## config.mk

```make
export PLATFORM = sky130hd
export DESIGN_NAME = cache_flush_seq_flat
export DESIGN_NICKNAME = d
export VERILOG_FILES = /design/src/rtl/cache_flush_seq_if.sv /design/src/rtl/cache_flush_seq.sv /design/src/flat_wrapper.sv
export SDC_FILE = /design/constraint.sdc
export NUM_CORES = 1
export LEC_CHECK = 0
export CAP_MARGIN = 15
export CELL_PAD_IN_SITES_DETAIL_PLACEMENT = 1
export CELL_PAD_IN_SITES_GLOBAL_PLACEMENT = 1
export CORE_MARGIN = 2
export CORE_UTILIZATION = 33
export DETAILED_ROUTE_END_ITERATION = 10
export GPL_ROUTABILITY_DRIVEN = 0
export PLACE_DENSITY = 0.89
export SLEW_MARGIN = 40
export SYNTH_ARGS = -nofsm -noshare
export SYNTH_HDL_FRONTEND = slang
export SYNTH_SLANG_ARGS = --single-unit
```

## constraint.sdc

```tcl
create_clock -name clk -period 4.4 [get_ports clk]
set_input_delay 1.32 -clock clk [delete_from_list [all_inputs] [get_ports clk]]
set_output_delay 1.32 -clock clk [all_outputs]
set_load 0.02 [all_outputs]
```

## src/rtl/cache_flush_seq_if.sv

```systemverilog
`default_nettype none
// ============================================================================
// Module      : cache_flush_seq_if
// Description : MMIO register bus plus the per-cache flush handshake and way
//               masks that connect cache_flush_seq to its bus master and caches.
// Revision    : 1.0 - initial release
// ============================================================================
interface cache_flush_seq_if #(
  parameter int N_CACHES = 2,
  parameter int MAX_WAYS = 8
);

  // MMIO register access
  logic                         wr_en;
  logic [3:0]                   wr_sel;
  logic [31:0]                  wr_data;
  logic [3:0]                   rd_sel;
  logic [31:0]                  rd_data;

  // Cache-side handshake and way-enable masks
  logic [N_CACHES-1:0]          flush_req;
  logic [N_CACHES-1:0]          flush_ack;
  logic [N_CACHES*MAX_WAYS-1:0] way_mask;

  // Bus master / cache side: drives writes, reads and acks
  modport master (
    output wr_en, wr_sel, wr_data, rd_sel, flush_ack,
    input  rd_data, flush_req, way_mask
  );

  // Controller side
  modport slave (
    input  wr_en, wr_sel, wr_data, rd_sel, flush_ack,
    output rd_data, flush_req, way_mask
  );

endinterface
`default_nettype wire

```

## src/rtl/cache_flush_seq.sv

```systemverilog
`default_nettype none
// ============================================================================
// Module      : cache_flush_seq
// Description : Cache security controller. Holds per-cache way masks, sticky
//               flush-policy bits, and sequences coalesced flush rounds with a
//               per-cache req/ack handshake and a per-round timeout.
// Revision    : 1.0 - initial release
// ============================================================================
module cache_flush_seq #(
  parameter int N_CACHES  = 2,
  parameter int MAX_WAYS  = 8,
  parameter int TIMEOUT_W = 10
) (
  input  logic              clk,
  input  logic              rst_n,
  input  logic              asid_change_pulse,
  input  logic              sfence_global,
  input  logic              lock_i,
  output logic              flush_busy,
  output logic              flush_done,
  cache_flush_seq_if.slave  bus
);

  localparam logic [TIMEOUT_W-1:0] CNT_ONE = TIMEOUT_W'(1);
  localparam logic [TIMEOUT_W-1:0] CNT_MAX = '1;

  typedef enum logic [1:0] {
    S_IDLE  = 2'd0,
    S_FLUSH = 2'd1,
    S_DONE  = 2'd2
  } state_t;

  state_t                state_q, state_d;
  logic [N_CACHES-1:0]   req_q, req_d;
  logic [N_CACHES-1:0]   active_q, active_d;
  logic [N_CACHES-1:0]   pend_q, pend_d;
  logic [N_CACHES-1:0]   tmo_q, tmo_d;
  logic [TIMEOUT_W-1:0]  cnt_q, cnt_d;

  logic                  pol_asid_q;
  logic                  pol_sfence_q;
  logic [MAX_WAYS-1:0]   mask_q [N_CACHES];

  logic                  ctrl_wr;
  logic                  stat_wr;
  logic [N_CACHES-1:0]   force_vec;
  logic [N_CACHES-1:0]   tmo_clr;
  logic [N_CACHES-1:0]   new_ev;
  logic [N_CACHES-1:0]   ack_hit;
  logic [N_CACHES-1:0]   load_set;
  logic [31:0]           rd_mux;
  logic                  unused_wr_bits;

  // --------------------------------------------------------------------------
  // Write decode and event collection
  // --------------------------------------------------------------------------
  assign ctrl_wr   = bus.wr_en && (bus.wr_sel == 4'd0);
  assign stat_wr   = bus.wr_en && (bus.wr_sel == 4'd1);
  assign force_vec = ctrl_wr ? bus.wr_data[N_CACHES-1:0] : '0;
  assign tmo_clr   = stat_wr ? bus.wr_data[N_CACHES-1:0] : '0;

  // Context events hit every cache; forced flushes hit only the written bits.
  assign new_ev = force_vec
                | {N_CACHES{pol_asid_q & asid_change_pulse}}
                | {N_CACHES{pol_sfence_q & sfence_global}};

  // Only acks that match an outstanding request count.
  assign ack_hit  = bus.flush_ack & req_q;
  assign load_set = pend_q | new_ev;

  // Not every write-data bit maps to a register field.
  assign unused_wr_bits = ^bus.wr_data;

  // --------------------------------------------------------------------------
  // Sticky policy bits: can only be set, and only while unlocked
  // --------------------------------------------------------------------------
  // Policy registers set by write-1 when the config lock is released
  always_ff @(posedge clk or negedge rst_n) begin
    if (!rst_n) begin
      pol_asid_q   <= 1'b1;
      pol_sfence_q <= 1'b1;
    end else if (ctrl_wr && !lock_i) begin
      pol_asid_q   <= pol_asid_q   | bus.wr_data[31];
      pol_sfence_q <= pol_sfence_q | bus.wr_data[30];
    end
  end

  // --------------------------------------------------------------------------
  // Way masks: independent of the flush FSM; zero masks are never accepted
  // so a cache always keeps at least one enabled way.
  // --------------------------------------------------------------------------
  for (genvar gi = 0; gi < N_CACHES; gi++) begin : g_way
    // Per-cache mask register updated by an accepted unlocked nonzero write
    always_ff @(posedge clk or negedge rst_n) begin
      if (!rst_n) begin
        mask_q[gi] <= '1;
      end else if (bus.wr_en && (bus.wr_sel == 4'(gi + 2)) && !lock_i &&
                   (bus.wr_data[MAX_WAYS-1:0] != '0)) begin
        mask_q[gi] <= bus.wr_data[MAX_WAYS-1:0];
      end
    end
    assign bus.way_mask[gi*MAX_WAYS +: MAX_WAYS] = mask_q[gi];
  end

  // --------------------------------------------------------------------------
  // Flush sequencer
  // --------------------------------------------------------------------------
  // State and round datapath registers; async reset drops flush_req at once
  always_ff @(posedge clk or negedge rst_n) begin
    if (!rst_n) begin
      state_q  <= S_IDLE;
      req_q    <= '0;
      active_q <= '0;
      pend_q   <= '0;
      tmo_q    <= '0;
      cnt_q    <= '0;
    end else begin
      state_q  <= state_d;
      req_q    <= req_d;
      active_q <= active_d;
      pend_q   <= pend_d;
      tmo_q    <= tmo_d;
      cnt_q    <= cnt_d;
    end
  end

  // Next-state and next-datapath logic for the flush round
  always_comb begin
    state_d  = state_q;
    req_d    = req_q;
    active_d = active_q;
    pend_d   = pend_q;
    cnt_d    = cnt_q;
    // Software clear first so a timeout in the same cycle still sticks.
    tmo_d    = tmo_q & ~tmo_clr;

    case (state_q)
      S_IDLE, S_DONE: begin
        active_d = '0;
        if (load_set != '0) begin
          // Start a round with everything pending plus this cycle's events.
          state_d  = S_FLUSH;
          active_d = load_set;
          req_d    = load_set;
          pend_d   = '0;
          cnt_d    = '0;
        end else begin
          state_d  = S_IDLE;
        end
      end

      S_FLUSH: begin
        // Events during a round are deferred to the next round.
        pend_d = pend_q | new_ev;
        cnt_d  = cnt_q + CNT_ONE;
        req_d  = req_q & ~ack_hit;
        if (req_q == '0) begin
          state_d  = S_DONE;
          active_d = '0;
        end else if (cnt_q == CNT_MAX) begin
          // An ack arriving on the abort cycle still counts as completion.
          tmo_d    = tmo_d | (req_q & ~ack_hit);
          req_d    = '0;
          state_d  = S_DONE;
          active_d = '0;
        end
      end

      default: begin
        state_d  = S_IDLE;
        req_d    = '0;
        active_d = '0;
      end
    endcase
  end

  assign bus.flush_req = req_q;
  assign flush_done    = (state_q == S_DONE);
  assign flush_busy    = (state_q != S_IDLE) || (pend_q != '0);

  // --------------------------------------------------------------------------
  // Register read mux
  // --------------------------------------------------------------------------
  // Combinational read data; unmapped selects read as zero
  always_comb begin
    rd_mux = '0;
    case (bus.rd_sel)
      4'd0: rd_mux = {pol_asid_q, pol_sfence_q, lock_i, 29'b0};
      4'd1: rd_mux = {flush_busy, 7'b0, 8'(active_q), 8'(pend_q), 8'(tmo_q)};
      default: begin
        for (int i = 0; i < N_CACHES; i++) begin
          if (bus.rd_sel == 4'(i + 2)) begin
            rd_mux = 32'(mask_q[i]);
          end
        end
      end
    endcase
  end

  assign bus.rd_data = rd_mux;

endmodule
`default_nettype wire
```

## src/flat_wrapper.sv

```systemverilog
// flat-port wrapper written by rule: the top's interface ports become plain ports
module cache_flush_seq_flat 
#(
  parameter int N_CACHES  = 2,
  parameter int MAX_WAYS  = 8,
  parameter int TIMEOUT_W = 10
)
  (clk, rst_n, asid_change_pulse, sfence_global, lock_i, flush_busy, flush_done, bus_wr_en, bus_wr_sel, bus_wr_data, bus_rd_sel, bus_flush_ack, bus_rd_data, bus_flush_req, bus_way_mask);
  cache_flush_seq_if #(.N_CACHES(N_CACHES), .MAX_WAYS(MAX_WAYS)) bus_i ();
  input  logic clk;
  input  logic rst_n;
  input  logic asid_change_pulse;
  input  logic sfence_global;
  input  logic lock_i;
  output logic flush_busy;
  output logic flush_done;
  input wire logic [$bits(bus_i.wr_en)-1:0] bus_wr_en;
  input wire logic [$bits(bus_i.wr_sel)-1:0] bus_wr_sel;
  input wire logic [$bits(bus_i.wr_data)-1:0] bus_wr_data;
  input wire logic [$bits(bus_i.rd_sel)-1:0] bus_rd_sel;
  input wire logic [$bits(bus_i.flush_ack)-1:0] bus_flush_ack;
  output wire logic [$bits(bus_i.rd_data)-1:0] bus_rd_data;
  output wire logic [$bits(bus_i.flush_req)-1:0] bus_flush_req;
  output wire logic [$bits(bus_i.way_mask)-1:0] bus_way_mask;
  assign bus_i.wr_en = bus_wr_en;
  assign bus_i.wr_sel = bus_wr_sel;
  assign bus_i.wr_data = bus_wr_data;
  assign bus_i.rd_sel = bus_rd_sel;
  assign bus_i.flush_ack = bus_flush_ack;
  assign bus_rd_data = bus_i.rd_data;
  assign bus_flush_req = bus_i.flush_req;
  assign bus_way_mask = bus_i.way_mask;
  cache_flush_seq #(.N_CACHES(N_CACHES), .MAX_WAYS(MAX_WAYS), .TIMEOUT_W(TIMEOUT_W)) u_core (.clk(clk), .rst_n(rst_n), .asid_change_pulse(asid_change_pulse), .sfence_global(sfence_global), .lock_i(lock_i), .flush_busy(flush_busy), .flush_done(flush_done), .bus(bus_i));
endmodule
```

==> run summary, run 1 <==
worst min path class = reg -> reg
htree depth = 2
Gate Count Post-Synth = 209
die area = 7140 um2
dpl cell area = 2770 um2
DR iter-0 viols = 86
Core Area = 6310 um2
I/O Buffers = 60
ys flop type = dfrtp_1
asr flop ratio synth = 1.00
total global-route track usage = 0.172
Layout Skew = 0.0147 ns
Final setup viols = 0
diode count = 0
Post-Synth Simple-Gate Area = 0.197
peak supply drop = 0.000161 V
Slew Viols, Final = 0
Worst-path clk slew = 0.06 ns
Yosys cell types = 42
Die X = 84.5 um
Resized cells post-CTS = 1
detailed placement HPWL = 4600 um
area share of the leading cell type in the synthesized netlist = 0.234
Avg Cell Area, Syn = 10.2 um2
Compound-Gate Fraction of Synth Area = 0.149
Post-synth top cells = dfrtp_1 (20), dfstp_2 (18), buf_4 (17), nor2_1 (16), mux2_2 (15)
grt total ovfl = 0
TritonRoute pass-1 iters = 4
fin crit share = 0.980
Area Overhead vs Synth = 33.9%
xor/xnor share of the synthesized area = 0.00410
layout cells sized above 1 = 0.205
RSZ-0062 raised after global routing = false
Crit Path Class = in -> out
Inserted Clock Buffers = 5
post-synthesis adder-cell area fraction = 0.00585
Initial Util = 0.339
DR DRC count = 0
MaxCap Viol Count = 0
Final Critical Period = 4.31 ns
Synth Register Bits = 38
CTS sink cnt = 38
Yosys top cell by area = dfrtp_1
Worst EP required = 3.08 ns
Nets = 322
Rel. slew slack = 0.509
Fin. Hold Viols = 0
CTS hold repair buffers = 0
Placement Setup Slack = -0.000108 ns
Worst-Margin Slew = 0.735 ns
Worst Setup End Kind = primary output
initial antenna violation count = 0
largest net degree at the start of global routing = 24
wire per inst = 17.2 um
Critical Path AT = 2.99 ns
setup bufs post-CTS = 0
via count = 1838
main area contributors after synthesis = dfrtp_1 (23%), dfstp_2 (22%), mux2_2 (7.9%)
DRT antenna net count = 0
CTS tree = yes
sequential area share after synthesis = 0.455
Pwr Density = 468 nW/um2
setup ws final = 0.0862 ns
setup TNS = 0 ns
Die Y = 84.5 um
Design Area, Final = 2860 um2
final wirelength = 6010 um
I/O pins = 100
row count = 29
top-count cell post-synth = dfrtp_1
mux cell area share after synthesis = 0.107
Vias/cell = 5.25
crit start category = input pin
vias in the first global route = 1922
first-pass GRT wire length = 9650 um
CTS max path bufs = 2
Synth Warn # = 0
root buffer cell = clkbuf_8
worst skew pair latency = 0.30 ns
status = completed
main combinational cell family by area after synthesis = simple AND/OR/NAND/NOR gates
Leak Pwr = 1.27 nW
crit-path max FO = 5
f_max = 232 MHz
Post-synth EDFFs = 0
mapped cell area = 2140 um2
==> path summary, 6_finish.rpt <==
check | start | endpoint | slack, ns | depth (start not counted)
max | bus_rd_sel[3] | bus_rd_data[16] | 0.09 | 5
min | u_core.active_q[1] | u_core.active_q[1] | 0.48 | 1
max reg2reg | u_core.state_q[0] | u_core.cnt_q[5] | 2.56 | 3
min reg2reg | u_core.active_q[1] | u_core.active_q[1] | 0.48 | 1
max in group asynchronous | rst_n | u_core.bus.way_mask[7] | 2.73 | 2
min in group asynchronous | rst_n | u_core.cnt_q[5] | 0.98 | 1
==> placed cells by master (no fill, tap or decap), types with 2 or more instances in the layout <==
cell type        synthesis  routed
a22o_2                   2       2
inv_1                    4       4
nor3_1                  11      11
mux2_2                  15      15
nor2b_1                  2       2
clkdlybuf4s50_1          0      56
nand2b_1                 4       4
nand3_1                  7       7
clkbuf_8                 0       6
nand4_1                  2       2
o21ai_0                  5       5
nor2_1                  16      16
nand2_1                 11      11
a221o_2                  3       3
a21o_1                   4       4
and3_1                   9       9
a221o_1                  2       2
conb_1                   1      17
a211o_2                  2       2
nor4_1                   4       4
a22o_1                   3       3
a22oi_1                  3       3
a31oi_1                  2       2
a21oi_1                  8       8
dfstp_2                 18      18
dfrtp_1                 20      20
and2_1                   5       5
nor3b_1                  3       3
buf_4                   17       5
o21a_1                   2       2
dlymetal6s2s_1           0       2
mux2i_1                  6       6
==> per-stage QoR <==
| step | power (W) | util | hold slack, ns | std cells |
|---|---|---|---|---|
| 5_1_grt | 0.00142 | 0.453 | 0.512 | 350 |
| 4_1_cts | 0.00135 | 0.453 | 0.483 | 350 |
| 6_report | 0.00134 | 0.453 | 0.482 | 350 |
| 2_1_floorplan | 0.000882 | - | 0.442 | 225 |
| 3_3_place_gp | 0.00108 | 0.440 | 0.454 | 343 |
| 3_5_place_dp | 0.00110 | 0.439 | 0.468 | 343 |
==> state kept, by name (all words and copies together) (netlist names) <==
name                  count
u_core.bus.way_mask      16
u_core.cnt_q             10
u_core.active_q           2
u_core.bus.flush_req      2
u_core.pend_q             2
u_core.state_q            2
u_core.tmo_q              2
u_core.pol_asid_q         1
u_core.pol_sfence_q       1
==> power by group <==
| group | internal, W | total (W) | switching, W |
|---|---|---|---|
| Clock | 0.000124 | 0.000242 | 0.000118 |
| Sequential | 0.000457 | 0.000554 | 0.0000971 |
| Combinational | 0.000256 | 0.000544 | 0.000288 |
==> layout make-up <==
cell class	count	area, um2
Fill cell	716	3450
Multi-Input combinational cell	159	1050
Sequential cell	38	973
Timing Repair Buffer	65	637
Tap cell	77	96.3
Clock buffer	7	86.3
Inverter	4	15.0
==> cells by family (layout without fill, tap and decap cells) <==
| family | Yosys count | count (layout) |
|---|---|---|
| AO/OA/AOI/OAI | 40 | 40 |
| XOR/XNOR | 1 | 1 |
| adder cells (fa/ha/maj) | 1 | 1 |
| buffers and inverters | 28 | 76 |
| flip-flops | 38 | 38 |
| multiplexers | 21 | 21 |
| other | 1 | 17 |
| AND/OR/NAND/NOR | 79 | 79 |
==> critical path, stage by stage <==
cell and delay [ns]:
clkdlybuf4s50_1 0.49, nor3_1 0.20, buf_4 0.17, and3_1 0.19, clkdlybuf4s50_1 0.62
==> routing by layer <==
metal	global-route usage	up-vias	routed length, um
li1	-	857	-
met1	0.225	920	2670
met2	0.285	54	2920
met4	0.0563	0	92
met5	0	-	0
met3	0.0364	7	329
No activity file was read; power rests on OpenSTA's default activity.
==> inputs of run 2 (changes only) <==
==> constraint.sdc (replaced) <==
create_clock -name clk -period 5.3 [get_ports clk]
set_input_delay 1.59 -clock clk [delete_from_list [all_inputs] [get_ports clk]]
set_output_delay 1.59 -clock clk [all_outputs]
set_load 0.02 [all_outputs]
==> run 2 against run 1 <==
  * Clock skew shrank 0.0080 ns
  * First-iteration DRC count shrank 5.8%
  * Clock power shrank 15%
  * Total power fell by 17%
  * Non-clock buffer count decreased by 2
  * Global-route usage is 0.72 points lower
  * Via count fell by 2.1%
  * Hold slack improved by 0.0012 ns
  * Combinational power shrank 17%
  * Core utilization decreased by 0.14 points
  * Wire length fell by 3.9%
  * Count of clock-buffer cells in the layout is the same
  * Critical path type unchanged
  * Largest power group unchanged
  * Highest routed layer unchanged
==> run summary, run 2 (synthesis gave the netlist of run 1 again) <==
status = completed
setup bufs post-CTS = 0 (unchanged)
first-pass GRT wire length = 9360 um (-3.1%)
layout cells sized above 1 = 0.199 (-0.00660)
CP Cell Sequence = clkdlybuf4s50_1, mux2_2, a22oi_1, nor3_1, clkdlybuf4s50_1
total global-route track usage = 0.165 (-0.00716)
CTS hold repair buffers = 0 (unchanged)
CTS tree = yes
most used cell, CP = clkdlybuf4s50_1
row count = 29 (unchanged)
peak supply drop = 0.000173 V (+7.5%)
TritonRoute pass-1 iters = 4 (unchanged)
Inserted Clock Buffers = 5 (unchanged)
Slew Viols, Final = 0 (unchanged)
Core Area = 6310 um2 (unchanged)
Rel. slew slack = 0.530 (+0.0214)
Reg2Reg Setup Slack = 3.61 ns (+1.05 ns)
crit-path max FO = 10 (+5)
DRT antenna net count = 0 (unchanged)
Worst Hold Path EP = u_core.active_q[1]
Resized cells post-CTS = 0 (-1)
vias in the first global route = 1830 (-4.8%)
Fin. Hold Viols = 0 (unchanged)
MaxCap Viol Count = 0 (unchanged)
min-delay src = u_core.active_q[1]
via count = 1799 (-2.1%)
Final setup viols = 0 (unchanged)
most common cell after layout, fill and taps aside = clkdlybuf4s50_1
Final Critical Period = 5.06 ns
crit start category = input pin
Worst Setup End Kind = primary output
CTS max path bufs = 2 (unchanged)
fin crit share = 0.956
Initial Util = 0.339 (unchanged)
detailed placement HPWL = 4310 um (-6.2%)
worst flop-to-flop path endpoint = u_core.cnt_q[5]
CTS sink cnt = 38 (unchanged)
die area = 7140 um2 (unchanged)
Layout Skew = 0.00669 ns (-0.00802 ns)
critical path's slowest cell = clkdlybuf4s50_1
Vias/cell = 5.15 (-1.8%)
most frequent cells in the layout = clkdlybuf4s50_1 (60), dfrtp_1 (20), dfstp_2 (18), conb_1 (17), nor2_1 (16)
I/O Buffers = 60 (unchanged)
root buffer cell = clkbuf_8
f_max = 197 MHz
Worst-Margin Slew = 0.698 ns (-0.0370 ns)
grt total ovfl = 0 (unchanged)
final wirelength = 5780 um (-3.9%)
Critical Path AT = 3.47 ns (+0.48 ns)
wire per inst = 16.6 um (-3.6%)
Worst EP required = 3.71 ns (+0.63 ns)
placed cells = 341 (-0.58%)
DR iter-0 viols = 81 (-5.8%)
RSZ-0062 raised after global routing = false
I/O pins = 100 (unchanged)
Pwr Density = 391 nW/um2 (-16%)
Die X = 84.5 um (unchanged)
Largest register FFs = 16 (unchanged)
Leak Pwr = 1.23 nW (-3.4%)
hold path cells = 1 (unchanged)
initial antenna violation count = 0 (unchanged)
Area Overhead vs Synth = 33.5%
htree depth = 2 (unchanged)
setup TNS = 0 ns (unchanged)
Die Y = 84.5 um (unchanged)
worst min path class = reg -> reg
reg2reg start = u_core.state_q[0]
worst skew pair latency = 0.29 ns (about the same)
Nets = 320 (-0.62%)
worst reg2reg path depth = 3 (unchanged)
largest net degree at the start of global routing = 39 (+63%)
Crit Path Class = in -> out
fin cells = 349 (-0.29%)
diode count = 0 (unchanged)
Worst-path clk slew = 0.07 ns (about the same)
DR DRC count = 0 (unchanged)
Max stage delay on crit path = 0.71 ns (+0.09 ns)
-- run 2: cell types whose count changed in the layout (fill, tap and decap cells not counted) --
cell             delta
clkinv_2            +1
dlymetal6s2s_1      -2
buf_4               -2
dlygate4sd2_1       -1
clkdlybuf4s50_1     +4
buf_2               -1
-- run 2: worst max path at each step --
stage                  startpoint         endpoint  slack [ns]  cells past startpoint
floorplan           bus_rd_sel[0]  bus_rd_data[31]        0.93                      4
detailed placement  bus_rd_sel[0]   bus_rd_data[1]        0.23                      6
global route        bus_rd_sel[0]   bus_rd_data[1]        0.12                      6
finish              bus_rd_sel[0]   bus_rd_data[0]        0.24                      5
CTS                 bus_rd_sel[0]   bus_rd_data[1]        0.23                      6
global placement    bus_rd_sel[0]   bus_rd_data[0]        0.23                      5
-- run 2: routing by layer --
layer  track usage  routed length (um)  up-vias
met2         0.251                2650       53
met4        0.0606                 105        0
met5             0                   0        -
met1         0.230                2720      880
li1              -                   -      858
met3        0.0393                 300        8
-- run 2: worst max-delay path: cells and delay by family --
kind | cells | cell delay, ns
AO/OA/AOI/OAI | 1 | 0.18
buffers and inverters | 2 | 1.24
multiplexers | 1 | 0.39
AND/OR/NAND/NOR | 1 | 0.06
-- run 2: layout make-up --
cell class / count / area (um2)
clock buffer: 7 / 86.3
clock inverter: 1 / 5.00
fill: 727 / 3460
inverter: 4 / 15.0
multi-input combinational: 159 / 1050
sequential: 38 / 973
tap: 77 / 96.3
timing repair buffer: 63 / 623
-- run 2: per-stage QoR --
step / util / hold slack [ns] / cell area, um2 / setup WS [ns] / power (W)
after floorplan: - / 0.442 / 2200 / 0.928 / 0.000733
after global placement: 0.438 / 0.454 / 2760 / 0.226 / 0.000892
after detailed placement: 0.438 / 0.467 / 2760 / 0.233 / 0.000918
after CTS: 0.452 / 0.484 / 2850 / 0.226 / 0.00113
after global routing: 0.452 / 0.508 / 2850 / 0.119 / 0.00119
final: 0.452 / 0.484 / 2850 / 0.236 / 0.00112
-- run 2: report_power, final --
group | internal [W] | switching [W]
sequential | 0.000379 | 0.0000782
clock | 0.000105 | 0.000101
combinational | 0.000213 | 0.000240
total | 0.000697 | 0.000420
